**src/rtl/gf_pkg.sv**
```systemverilog
// Shared definitions for the GF(2^163) arithmetic blocks (NIST B-163).
//   GF_NUM_BITS : field degree m
//   GF_CNT_BITS : default width of squaring-count inputs
//   GF_POLY     : low-order taps of f(x) = x^163 + x^7 + x^6 + x^3 + 1
//                 (the x^m term is implicit)
//   state_t     : sequencer states shared by the chain engines
package gf_pkg;

  localparam int unsigned GF_NUM_BITS = 163;
  localparam int unsigned GF_CNT_BITS = 8;

  localparam logic [GF_NUM_BITS-1:0] GF_POLY = {{(GF_NUM_BITS-8){1'b0}}, 8'hC9};

  typedef enum logic [1:0] {
    IDLE,
    RUN,
    DONE
  } state_t;

endpackage

```
**src/rtl/gf_Square.sv**
```systemverilog
// Combinational field squarer for GF(2^m), polynomial basis.
// Squaring is linear over GF(2): coefficient i moves to 2i, then the
// 2m-1 bit product is reduced modulo f(x).
// Ports:
//   a  : operand, degree < NUM_BITS
//   sq : a^2 mod f(x), degree < NUM_BITS
module gf_Square
  import gf_pkg::*;
#(
  parameter int unsigned NUM_BITS = GF_NUM_BITS
) (
  input  logic [NUM_BITS-1:0] a,
  output logic [NUM_BITS-1:0] sq
);

  logic [2*NUM_BITS-2:0] t;

  always_comb begin
    t = '0;
    for (int unsigned i = 0; i < NUM_BITS; i++) begin
      t[2*i] = a[i];
    end
    // Fold from the top degree down; each tap lands strictly below the
    // bit being cleared, so one descending pass reduces completely.
    for (int unsigned i = 2*NUM_BITS-2; i >= NUM_BITS; i--) begin
      if (t[i]) begin
        t[i] = 1'b0;
        for (int unsigned j = 0; j < NUM_BITS; j++) begin
          if (GF_POLY[j]) t[i-NUM_BITS+j] = ~t[i-NUM_BITS+j];
        end
      end
    end
    sq = t[NUM_BITS-1:0];
  end

endmodule

```
**src/rtl/gf_sqr_chain.sv**
```systemverilog
// Sequential repeated-squaring engine: result = A^(2^k) in GF(2^163).
// One field squaring per clock (two per clock when GF_SQR_DOUBLE_EN is
// defined, giving ceil(k/2)+1 latency with identical results).
// Ports:
//   clk    : clock, rising edge
//   rst    : asynchronous active-high reset
//   start  : job request, accepted only while busy = 0
//   a_in   : operand A (bit NUM_BITS ignored)
//   k_in   : number of squarings
//   busy   : high in RUN and DONE
//   done   : one-cycle pulse, result valid
//   result : A^(2^k), held until the next done or reset; MSB always 0
module gf_sqr_chain
  import gf_pkg::*;
#(
  parameter int unsigned NUM_BITS = GF_NUM_BITS,
  parameter int unsigned CNT_BITS = GF_CNT_BITS
) (
  input  logic                clk,
  input  logic                rst,
  input  logic                start,
  input  logic [NUM_BITS:0]   a_in,
  input  logic [CNT_BITS-1:0] k_in,
  output logic                busy,
  output logic                done,
  output logic [NUM_BITS:0]   result
);

  state_t              state, state_n;
  logic [NUM_BITS-1:0] acc, acc_n;
  logic [NUM_BITS-1:0] res, res_n;
  logic [CNT_BITS-1:0] cnt, cnt_n;
  logic [NUM_BITS-1:0] sq1;
  logic                unused_a_msb;

  assign unused_a_msb = a_in[NUM_BITS];

  gf_Square #(.NUM_BITS(NUM_BITS)) u_sq1 (
    .a  (acc),
    .sq (sq1)
  );

`ifdef GF_SQR_DOUBLE_EN
  logic [NUM_BITS-1:0] sq2;

  gf_Square #(.NUM_BITS(NUM_BITS)) u_sq2 (
    .a  (sq1),
    .sq (sq2)
  );
`endif

  always_ff @(posedge clk or posedge rst) begin
    if (rst) begin
      state <= IDLE;
      acc   <= '0;
      res   <= '0;
      cnt   <= '0;
    end else begin
      state <= state_n;
      acc   <= acc_n;
      res   <= res_n;
      cnt   <= cnt_n;
    end
  end

  // result is loaded on the edge entering DONE (with the final acc value)
  // so that it is already valid while done is high.
  always_comb begin
    state_n = state;
    acc_n   = acc;
    res_n   = res;
    cnt_n   = cnt;
    case (state)
      IDLE: begin
        if (start) begin
          acc_n = a_in[NUM_BITS-1:0];
          cnt_n = k_in;
          if (k_in == '0) begin
            state_n = DONE;
            res_n   = a_in[NUM_BITS-1:0];
          end else begin
            state_n = RUN;
          end
        end
      end
      RUN: begin
`ifdef GF_SQR_DOUBLE_EN
        if (cnt >= CNT_BITS'(2)) begin
          acc_n = sq2;
          cnt_n = cnt - CNT_BITS'(2);
        end else begin
          acc_n = sq1;
          cnt_n = cnt - CNT_BITS'(1);
        end
`else
        acc_n = sq1;
        cnt_n = cnt - CNT_BITS'(1);
`endif
        if (cnt_n == '0) begin
          state_n = DONE;
          res_n   = acc_n;
        end
      end
      DONE: state_n = IDLE;
      default: state_n = IDLE;
    endcase
  end

  assign busy   = (state != IDLE);
  assign done   = (state == DONE);
  assign result = {1'b0, res};

endmodule

```
**config.mk**
```make
export PLATFORM = sky130hd
export DESIGN_NAME = gf_sqr_chain
export DESIGN_NICKNAME = d
export VERILOG_FILES = /design/src/rtl/gf_pkg.sv /design/src/rtl/gf_Square.sv /design/src/rtl/gf_sqr_chain.sv
export SDC_FILE = /design/constraint.sdc
export NUM_CORES = 1
export LEC_CHECK = 0
export ABC_AREA = 1
export BUFFER_PORTS_ARGS = -buffer_cell sky130_fd_sc_hd__buf_2
export CORE_MARGIN = 2
export CORE_UTILIZATION = 56
export CTS_CLUSTER_SIZE = 8
export DETAILED_ROUTE_END_ITERATION = 6
export HOLD_SLACK_MARGIN = 0.1
export MAX_ROUTING_LAYER = met4
export PLACE_DENSITY = 0.82
export SLEW_MARGIN = 10
export SYNTH_ARGS = -nofsm -noshare
export SYNTH_HDL_FRONTEND = slang
export SYNTH_SLANG_ARGS = --single-unit --ignore-timing --ignore-initial --compat-mode --unroll-limit 50000
```
**constraint.sdc**
```tcl
create_clock -name clk -period 14.8 [get_ports clk]
set_input_delay 1.48 -clock clk [delete_from_list [all_inputs] [get_ports clk]]
set_output_delay 1.48 -clock clk [all_outputs]
set_load 0.1 [all_outputs]
```
==> flow_summary.ini <==
[run_status]
status = completed

[final_layout]
nets = 2569
nFillCells = 2660
area_growth_pct = 14.19
drive_gt1_frac = 0.1718

[pwr]
power_switching_w = 0.0004036
p_clk_frac = 0.495
comb_power_share = 0.025
power_w = 0.001915
cellInternalPower_w = 0.001511
ir_drop_mv = 0.07035
p_leak_nw = 10.45
power.density_nw_per_um2 = 96.10
seqPwrFrac = 0.481
switching_share = 0.2108

[route]
drt_pass1_iterations = 5
vias = 15524
drc_errors = 0
drt-total-wl_mm = 50.54
drtAntennaViolNets = 0
wl_per_cell_um = 18.10
drtIter0Drc = 1695
drt-vias-per-instance = 5.560

[yosys]
synth_top_area_frac = 0.4818
syn_inst = 2201
ys_types = 32
synth.top_cells.by_area = dfrtp_1, nand2_1, xnor2_1
synth_edf_count = 0
yosysSeqAreaShare = 0.4818
synthArstFlopShare = 1.000
synth_area_per_cell_um2 = 7.928
synth_common_cells = nand2_1, dfrtp_1, nand3_1, o21ai_0, xnor2_1
post-synth-top-count-cell = nand2_1
synthFlopType = dfrtp_1
syn_area_um2 = 17450
synth_warnings = 0
synth_top_cell_by_area = dfrtp_1
syn_nets = 2378
ys_ff_latch = 336

[grt]
grt_pass1_wl_mm = 80.33
gr-total-overflow = 0
antenna_found_initial = 3
grt_pass1_vias = 14831
grtUsageTotal = 0.3173
grt_max_degree = 223

[timing]
worst_slew_pin_slew_ns = 1.096
hold_viol = 0
setup_viol = 0
finalCriticalPeriod_ns = 3.695
maxSlewViolCount = 0
slew_headroom = 0.2690
fmax_mhz = 270.6
finClkSkew_ns = 0.02061
rsz0062_at_grt = false
fin_worst_hold_slack_ns = 0.4614
fin_crit_sh = 0.2497
fin_setup_tns_ns = 0

[placement]
gp_congestion = 0.8907
port_buffers = 338
place_hpwl_mm = 33.80

[job]
cap_violations = 0

[die]
coreArea_um2 = 30670
io_pins = 341
die_w_um = 180.5
start_util = 0.5690
chipHeight_um = 180.5
die_area_um2 = 32590
rows = 64

[cts]
post_cts_resized = 0
clock_path_buffers = 3
insertion_delay_ns = 0.53
postCtsSetupBuffers = 0
cts_tree = done
cts_root_buffer = clkbuf_16
path_clk_slew_ns = 0.05
cts_buffers = 47
cts_sinks = 336
ctsHoldBuffers = 0
htree_levels = 2

[worst_setup_path]
critPathMaxFanout = 136
critPathLaunchType = input pin
path_class = input pin to async pin
crit_arrival_ns = 4.18
cp-end-kind = async pin
required_ns = 15.29

[worst_hold_path]
hold_path.class = flop to flop
## power groups by stage
stage	clock, W	combinational, W	sequential [W]
2_1_floorplan	0	0.0000155	0.000936
6_report	0.000947	0.0000475	0.000920
3_5_place_dp	0	0.0000483	0.000935
4_1_cts	0.000951	0.0000484	0.000921
3_3_place_gp	0	0.0000487	0.000935
5_1_grt	0.000996	0.0000529	0.000919
## worst max-delay path: stages
cell,delay [ns]
buf_2,0.13
inv_8,0.57
buf_4,0.82
buf_4,0.92
## sequential cells by signal, summed over array words and instances, names as in the netlist
| name | cells |
|---|---|
| cnt | 8 |
| res | 163 |
| state | 2 |
| acc | 163 |
## final cells by class
type                    count  area (um^2)  area share
clock buffers              49         1226     0.06153
inverters                  32        140.1    0.007033
well taps                 396        495.5     0.02487
flip-flops and latches    336         8408      0.4220
diodes                      4        10.01   0.0005023
multi-input cells        1628         7875      0.3952
repair buffers            347         1772     0.08891
## layout by cell type, fill, tap and decap left out, types with 4 or more instances in the layout
master,count
nand2_1,996
nand4_1,4
nor2_1,17
a31oi_1,5
o21ai_0,170
inv_1,28
buf_2,338
xor2_1,78
nand3_1,175
buf_4,8
clkbuf_16,49
diode_2,4
dfrtp_1,336
xnor2_1,157
## per-stage QoR
step                cells  setup WS [ns]  cell area [um^2]  utilization
floorplan            2201          4.010             17450            -
global placement     2739          10.54             18690       0.6094
detailed placement   2739          10.51             18690       0.6094
CTS                  2788          11.02             19920       0.6494
global route         2791          10.64             19920       0.6496
finish               2792          11.10             19930       0.6497
## path summary, 6_finish.rpt
kind	startpoint	to	slack, ns	cells after the start
max	rst	acc[78]	11.10	4
min	res[103]	res[103]	0.46	2
max reg2reg	state[1]	acc[37]	11.42	7
min reg2reg	res[103]	res[103]	0.46	2
max in group clk	start	acc[37]	11.15	9
min in group asynchronous	rst	res[143]	1.12	2
## layer usage
layer  track usage  part of all wire  vias to the layer above
met5             -                 0                        -
met3       0.04891             0.083                      120
met1        0.4422              0.42                     7397
met2        0.4776              0.46                      790
li1              -                 -                     7217
met4        0.1071             0.036                        0
## kinds of logic after synthesis
kind of cell	synth area share
AOI/OAI and AO/OA	0.05471
xor gates and xnor gates	0.1179
adders and majority gates	0.001434
buffers and inverters	0.06905
DFF	0.4818
other	0.0002149
and+or+nand+nor	0.2748
No activity file was read; power rests on OpenSTA's default activity.
